<file path="config.mk">
export PLATFORM = sky130hd
export DESIGN_NAME = array_fifo_ctrl
export DESIGN_NICKNAME = d
export VERILOG_FILES = /design/src/rtl/array_fifo_ctrl.sv
export SDC_FILE = /design/constraint.sdc
export NUM_CORES = 1
export LEC_CHECK = 0
export ABC_AREA = 1
export BUFFER_PORTS_ARGS = -buffer_cell sky130_fd_sc_hd__buf_2
export CAP_MARGIN = 10
export CORE_MARGIN = 5
export CORE_UTILIZATION = 39
export DETAILED_ROUTE_END_ITERATION = 10
export GPL_TIMING_DRIVEN = 1
export PLACE_DENSITY_LB_ADDON = 0.12
export SLEW_MARGIN = 30
export SYNTH_ARGS = -nofsm -noshare
export SYNTH_HDL_FRONTEND = slang
export SYNTH_SLANG_ARGS = --single-unit
export TNS_END_PERCENT = 30
</file>
<file path="constraint.sdc">
create_clock -name clk -period 1.9 [get_ports clk]
set_input_delay 0.095 -clock clk [delete_from_list [all_inputs] [get_ports clk]]
set_output_delay 0.095 -clock clk [all_outputs]
set_load 0.02 [all_outputs]
</file>
<file path="src/rtl/array_fifo_ctrl.sv">
// ============================================================================
// array_fifo_ctrl
// ----------------------------------------------------------------------------
// Pointer and flag controller that turns a synchronous-write,
// combinational-read memory array into a first-word-fall-through FIFO.
// Storage lives in the external memory. This block holds only the read and
// write pointers, the occupancy count and the full/empty flags.
//
// Parameters:
//   WIDTH  data word width (must match the memory instance)
//   DEPTH  number of entries, any value >= 2 (power of two not required)
//   ADDR   address width, $clog2(DEPTH) (must match the memory instance)
//
// Ports:
//   clk, rst_n      clock and asynchronous active-low reset
//   in_data/in_valid/in_ready     producer side (push when in_valid & in_ready)
//   out_data/out_valid/out_ready  consumer side (pop when out_valid & out_ready)
//   mem_write_data/addr/en        memory write port (addr = write pointer)
//   mem_read_addr/mem_read_data   memory read port (addr = read pointer)
//   count, full, empty            occupancy (0..DEPTH) and status flags
//
// Optional feature (macro ARRAY_FIFO_CTRL_ERR_FLAGS_EN):
//   Adds sticky overflow_err (in_valid seen while full) and underflow_err
//   (out_ready seen while empty). Both clear only on rst_n. They never affect
//   pointer or count behaviour. When the macro is undefined, neither the
//   ports nor the logic exist.
// ============================================================================
module array_fifo_ctrl #(
    parameter int WIDTH = 8,
    parameter int DEPTH = 16,
    parameter int ADDR  = $clog2(DEPTH)
) (
    input  logic             clk,
    input  logic             rst_n,
    input  logic [WIDTH-1:0] in_data,
    input  logic             in_valid,
    output logic             in_ready,
    output logic [WIDTH-1:0] out_data,
    output logic             out_valid,
    input  logic             out_ready,
    output logic [WIDTH-1:0] mem_write_data,
    output logic [ADDR-1:0]  mem_write_addr,
    output logic             mem_write_en,
    output logic [ADDR-1:0]  mem_read_addr,
    input  logic [WIDTH-1:0] mem_read_data,
    output logic [ADDR:0]    count,
    output logic             full,
    output logic             empty
`ifdef ARRAY_FIFO_CTRL_ERR_FLAGS_EN
    ,
    output logic             overflow_err,
    output logic             underflow_err
`endif
);

    // Last legal address. Pointers wrap by explicit compare against it so a
    // non-power-of-two depth never reaches DEPTH.
    localparam logic [ADDR-1:0] LAST_ADDR = ADDR'(DEPTH - 1);
    localparam logic [ADDR-1:0] ZERO_ADDR = {ADDR{1'b0}};
    localparam logic [ADDR:0]   CNT_ZERO  = {(ADDR + 1){1'b0}};
    localparam logic [ADDR:0]   CNT_ONE   = (ADDR + 1)'(1);
    localparam logic [ADDR:0]   CNT_FULL  = (ADDR + 1)'(DEPTH);

    logic [ADDR-1:0] r_wr_ptr;
    logic [ADDR-1:0] r_rd_ptr;
    logic [ADDR:0]   r_count;
    logic            r_full;
    logic            r_empty;

    logic            w_push;
    logic            w_pop;
    logic [ADDR-1:0] w_wr_ptr_nxt;
    logic [ADDR-1:0] w_rd_ptr_nxt;
    logic [ADDR:0]   w_count_nxt;

    // Handshake qualification. in_valid is masked while rst_n is low so no
    // write reaches the memory during reset. The flags come from registers,
    // so in_ready and out_valid have no combinational input path.
    always_comb begin
        w_push = in_valid & ~r_full & rst_n;
        w_pop  = out_ready & ~r_empty;
    end

    // Next-pointer and next-count computation.
    always_comb begin
        w_wr_ptr_nxt = r_wr_ptr;
        w_rd_ptr_nxt = r_rd_ptr;
        w_count_nxt  = r_count;

        if (w_push) begin
            if (r_wr_ptr == LAST_ADDR) begin
                w_wr_ptr_nxt = ZERO_ADDR;
            end else begin
                w_wr_ptr_nxt = r_wr_ptr + ADDR'(1);
            end
        end else begin
            w_wr_ptr_nxt = r_wr_ptr;
        end

        if (w_pop) begin
            if (r_rd_ptr == LAST_ADDR) begin
                w_rd_ptr_nxt = ZERO_ADDR;
            end else begin
                w_rd_ptr_nxt = r_rd_ptr + ADDR'(1);
            end
        end else begin
            w_rd_ptr_nxt = r_rd_ptr;
        end

        case ({w_push, w_pop})
            2'b10:   w_count_nxt = r_count + CNT_ONE;
            2'b01:   w_count_nxt = r_count - CNT_ONE;
            2'b11:   w_count_nxt = r_count;
            2'b00:   w_count_nxt = r_count;
            default: w_count_nxt = r_count;
        endcase
    end

    // Pointer, count and flag registers. Flags are precomputed from the next
    // count so they are plain flops at the output.
    always_ff @(posedge clk or negedge rst_n) begin
        if (!rst_n) begin
            r_wr_ptr <= ZERO_ADDR;
            r_rd_ptr <= ZERO_ADDR;
            r_count  <= CNT_ZERO;
            r_full   <= 1'b0;
            r_empty  <= 1'b1;
        end else begin
            r_wr_ptr <= w_wr_ptr_nxt;
            r_rd_ptr <= w_rd_ptr_nxt;
            r_count  <= w_count_nxt;
            r_full   <= (w_count_nxt == CNT_FULL);
            r_empty  <= (w_count_nxt == CNT_ZERO);
        end
    end

`ifdef ARRAY_FIFO_CTRL_ERR_FLAGS_EN
    logic r_overflow_err;
    logic r_underflow_err;

    // Sticky error flags. They observe the handshake but never gate it.
    always_ff @(posedge clk or negedge rst_n) begin
        if (!rst_n) begin
            r_overflow_err  <= 1'b0;
            r_underflow_err <= 1'b0;
        end else begin
            r_overflow_err  <= r_overflow_err  | (in_valid  & r_full);
            r_underflow_err <= r_underflow_err | (out_ready & r_empty);
        end
    end

    assign overflow_err  = r_overflow_err;
    assign underflow_err = r_underflow_err;
`endif

    assign in_ready       = ~r_full;
    assign out_valid      = ~r_empty;
    assign out_data       = mem_read_data;
    assign mem_write_data = in_data;
    assign mem_write_addr = r_wr_ptr;
    assign mem_write_en   = w_push;
    assign mem_read_addr  = r_rd_ptr;
    assign count          = r_count;
    assign full           = r_full;
    assign empty          = r_empty;

endmodule
</file>
==> impl_metrics.py <==
metrics = {
    "timing": {
        "rsz0062_at_grt": "yes",
        "finalCritPeriodShare_pct": 106,
        "setup_ws_ns": -0.121,
        "worst_pin_slew_ns": 0.242,
        "post-route-min-period_ns": 2.02,
        "max_freq_mhz": 495,
        "drv_slew": 0,
        "max-slew-margin-rel_pct": 83.8,
        "hold_viol_final": 0,
        "skew_ns": 0.000218,
        "finalSetupViolations": 2,
        "hold_slack_ns": 0.190,
    },
    "worst_setup_path": {
        "arrival_ns": 2.24,
        "critPathMaxFanout": 4,
        "worstSetupEndpointType": "flop",
        "worst_ep_required_time_ns": 2.12,
        "r2r_start": "empty",
        "start_kind": "flop",
        "reg2reg_setup_slack_ns": -0.12,
        "r2r_end": "empty",
        "ff2ff_path_depth": 14,
        "critical_path_class": "reg -> reg",
    },
    "floorplanning": {
        "dieWidth_um": 59.4,
        "ios": 54,
        "core_um2": 2410,
        "die_h_um": 59.4,
        "core.rowCount": 18,
        "start_util_pct": 39.5,
        "die-area_um2": 3530,
    },
    "synthesis": {
        "synth-seq-cells": 15,
        "syn_area_um2": 952,
        "yosysSeqAreaShare_pct": 39.6,
        "synth_top_area_cell": "dfrtp_1",
        "synth_top_area_share_pct": 36.8,
        "synthTopCellsByArea": "dfrtp_1 37%, buf_4 13%, nand2_1 12%, nand3_1 7.9%, ha_1 6.6%",
        "synth.avg_cell_area_um2": 7.74,
        "synth.most_common_cell": "nand2_1",
        "async_flop_share_pct": 100,
        "syn_inst": 123,
        "synth-edff-count": 0,
        "synth_common_cells": "30 x nand2_1, 16 x buf_4, 16 x inv_1",
        "yosysWarnings": 0,
        "synthesis.nets": 148,
        "yosys.cell_types.count": 17,
        "synth-main-ff-cell": "dfrtp_1",
    },
    "hold_path": {
        "worstHoldStart": "mem_read_data[2]",
        "hold_class": "in -> out",
        "whs_path_depth": 0,
        "holdPathEnd": "out_data[2]",
    },
    "layout": {
        "n_fill_cell": 240,
        "diodes": 0,
        "drive_gt1_share_pct": 39.7,
        "multi_input_area_um2": 457,
        "regArea_um2": 377,
        "nets": 172,
        "final-instance-count-excl-fill": 176,
        "area_growth_pct": 24.2,
    },
    "clock_network": {
        "clk_latency_ns": 0.28,
        "cts_root_buffer": "clkbuf_4",
        "ctsHtreeMaxLevel": 1,
        "cts_buffers": 3,
        "cts_tree": "built",
        "cts_num_sinks": 15,
        "cts_buffer_depth": 2,
        "path_clk_slew_ns": 0.09,
    },
    "routing": {
        "wl_per_cell_um": 12.3,
        "via_per_inst": 4.72,
        "ant_nets": 0,
        "first_pass_iters": 4,
        "drt_iter0_drc": 31,
        "vias": 830,
        "wl_mm": 2.16,
        "drt_drc_violations_left": 0,
    },
    "power": {
        "powerDensity_nw_per_um2": 1910,
        "ir_worst_vdd_mv": 0.894,
        "leakage_nw": 0.619,
    },
    "outcome": {
        "violations": "negative setup slack",
        "run_status": "complete, but fails checks",
    },
    "place": {
        "dp_cells": 166,
        "port_buffers": 21,
        "gp_congestion": 0.890,
        "pre_cts_slack_ns": -0.104,
        "dp.final_hpwl_mm": 1.62,
    },
    "job": {
        "maxCapViolCount": 0,
    },
    "global_route": {
        "antenna_found_initial": 0,
        "grt_usage_pct": 13.3,
        "grt_pass1_wl_mm": 3.60,
        "grt_overflow_total": 0,
        "grt_max_degree": 16,
        "grt_pass1_vias": 838,
    },
}
[critical path: stages, from the launching register on]
cell and delay [ns]:
dfstp_2 0.56, inv_4 0.04, nand2_4 0.07, inv_4 0.04
ha_4 0.17, nand2_2 0.07, inv_2 0.05, nor2_4 0.12
ha_4 0.21, nand2_2 0.06, o21ai_2 0.05, or2_1 0.20
nor2_1 0.10, nand3_1 0.10, nor2_2 0.12
[where the power goes]
group	switching, mW	leakage, nW	total [mW]	internal [mW]
combinational	0.816	0.424	1.40	0.583
clock	0.102	0.0150	0.184	0.0814
sequential	0.189	0.180	0.677	0.487
total	1.11	0.619	2.26	1.15
[logic make-up (layout without fill, tap and decap cells)]
family                   Yosys count  in the layout  synth area share, %
XOR/XNOR                           3              3                 2.76
flip-flops                        15             15                 39.6
AO/OA/AOI/OAI                      9              9                 4.86
buffers and inverters             34             57                 19.7
AND/OR/NAND/NOR                   57             57                 26.5
adder cells (fa/ha/maj)            5              5                 6.57
[registers in the layout (all words and copies together) (netlist names)]
signal	cells
count	5
empty	1
full	1
mem_read_addr	4
mem_write_addr	4
[through the flow]
stage	power, mW	util [%]	instance area [µm²]	TNS (ns)
after floorplan	1.53	-	990	-0.237
after global placement	1.91	44.5	1070	-0.189
after detailed placement	1.92	44.5	1070	-0.204
after CTS	2.16	47.0	1130	-0.161
after global routing	2.47	49.1	1180	-0.588
final	2.26	49.1	1180	-0.220
[worst max-delay path by stage]
stage | cells after the start | end | start | slack, ns
after floorplan | 14 | empty | empty | -0.13
after global placement | 16 | empty | empty | -0.12
after detailed placement | 16 | empty | empty | -0.10
after CTS | 14 | empty | empty | -0.1
after global routing | 14 | empty | empty | -0.25
final | 14 | empty | empty | -0.12
[timing repair]
| action | in CTS | in global routing |
|---|---|---|
| hold buffers | 1 | 0 |
| gates cloned | 0 | 0 |
| setup buffers | 2 | 3 |
| setup endpoints to repair | 3 | 4 |
| pin swaps | 2 | 8 |
| hold endpoints to repair | 15 | 0 |
| resized for setup | 3 | 6 |
[final cells by class]
cell class              instances  share of cell area (%)
clock buffers                   4                    2.22
flip-flops and latches         15                    31.9
repair buffers                 35                    18.0
multi-input cells              74                    38.6
well taps                      30                    3.17
inverters                      18                    6.14
[cell usage in the layout, fill, tap and decap left out, drive strengths merged]
master	netlist	layout
dlygate4sd3	0	1
nand2	30	30
dfstp	1	1
inv	18	18
clkbuf	0	4
dfrtp	14	14
ha	5	5
buf	16	34
xnor2	3	3
a21oi	3	3
nand3	15	15
o22ai	1	1
or2	1	1
nor2	7	7
nand4	4	4
o21ai	5	5
[per-layer routing]
| layer | part of all wire (%) | vias to the layer above | global-route usage (%) |
|---|---|---|---|
| met3 | 6.3 | 9 | 4.36 |
| li1 | - | 422 | - |
| met5 | 0 | - | 0 |
| met4 | 2.6 | 0 | 7.77 |
| met2 | 49 | 32 | 21.7 |
| met1 | 41 | 367 | 15.1 |
No activity file was read; power rests on OpenSTA's default activity.
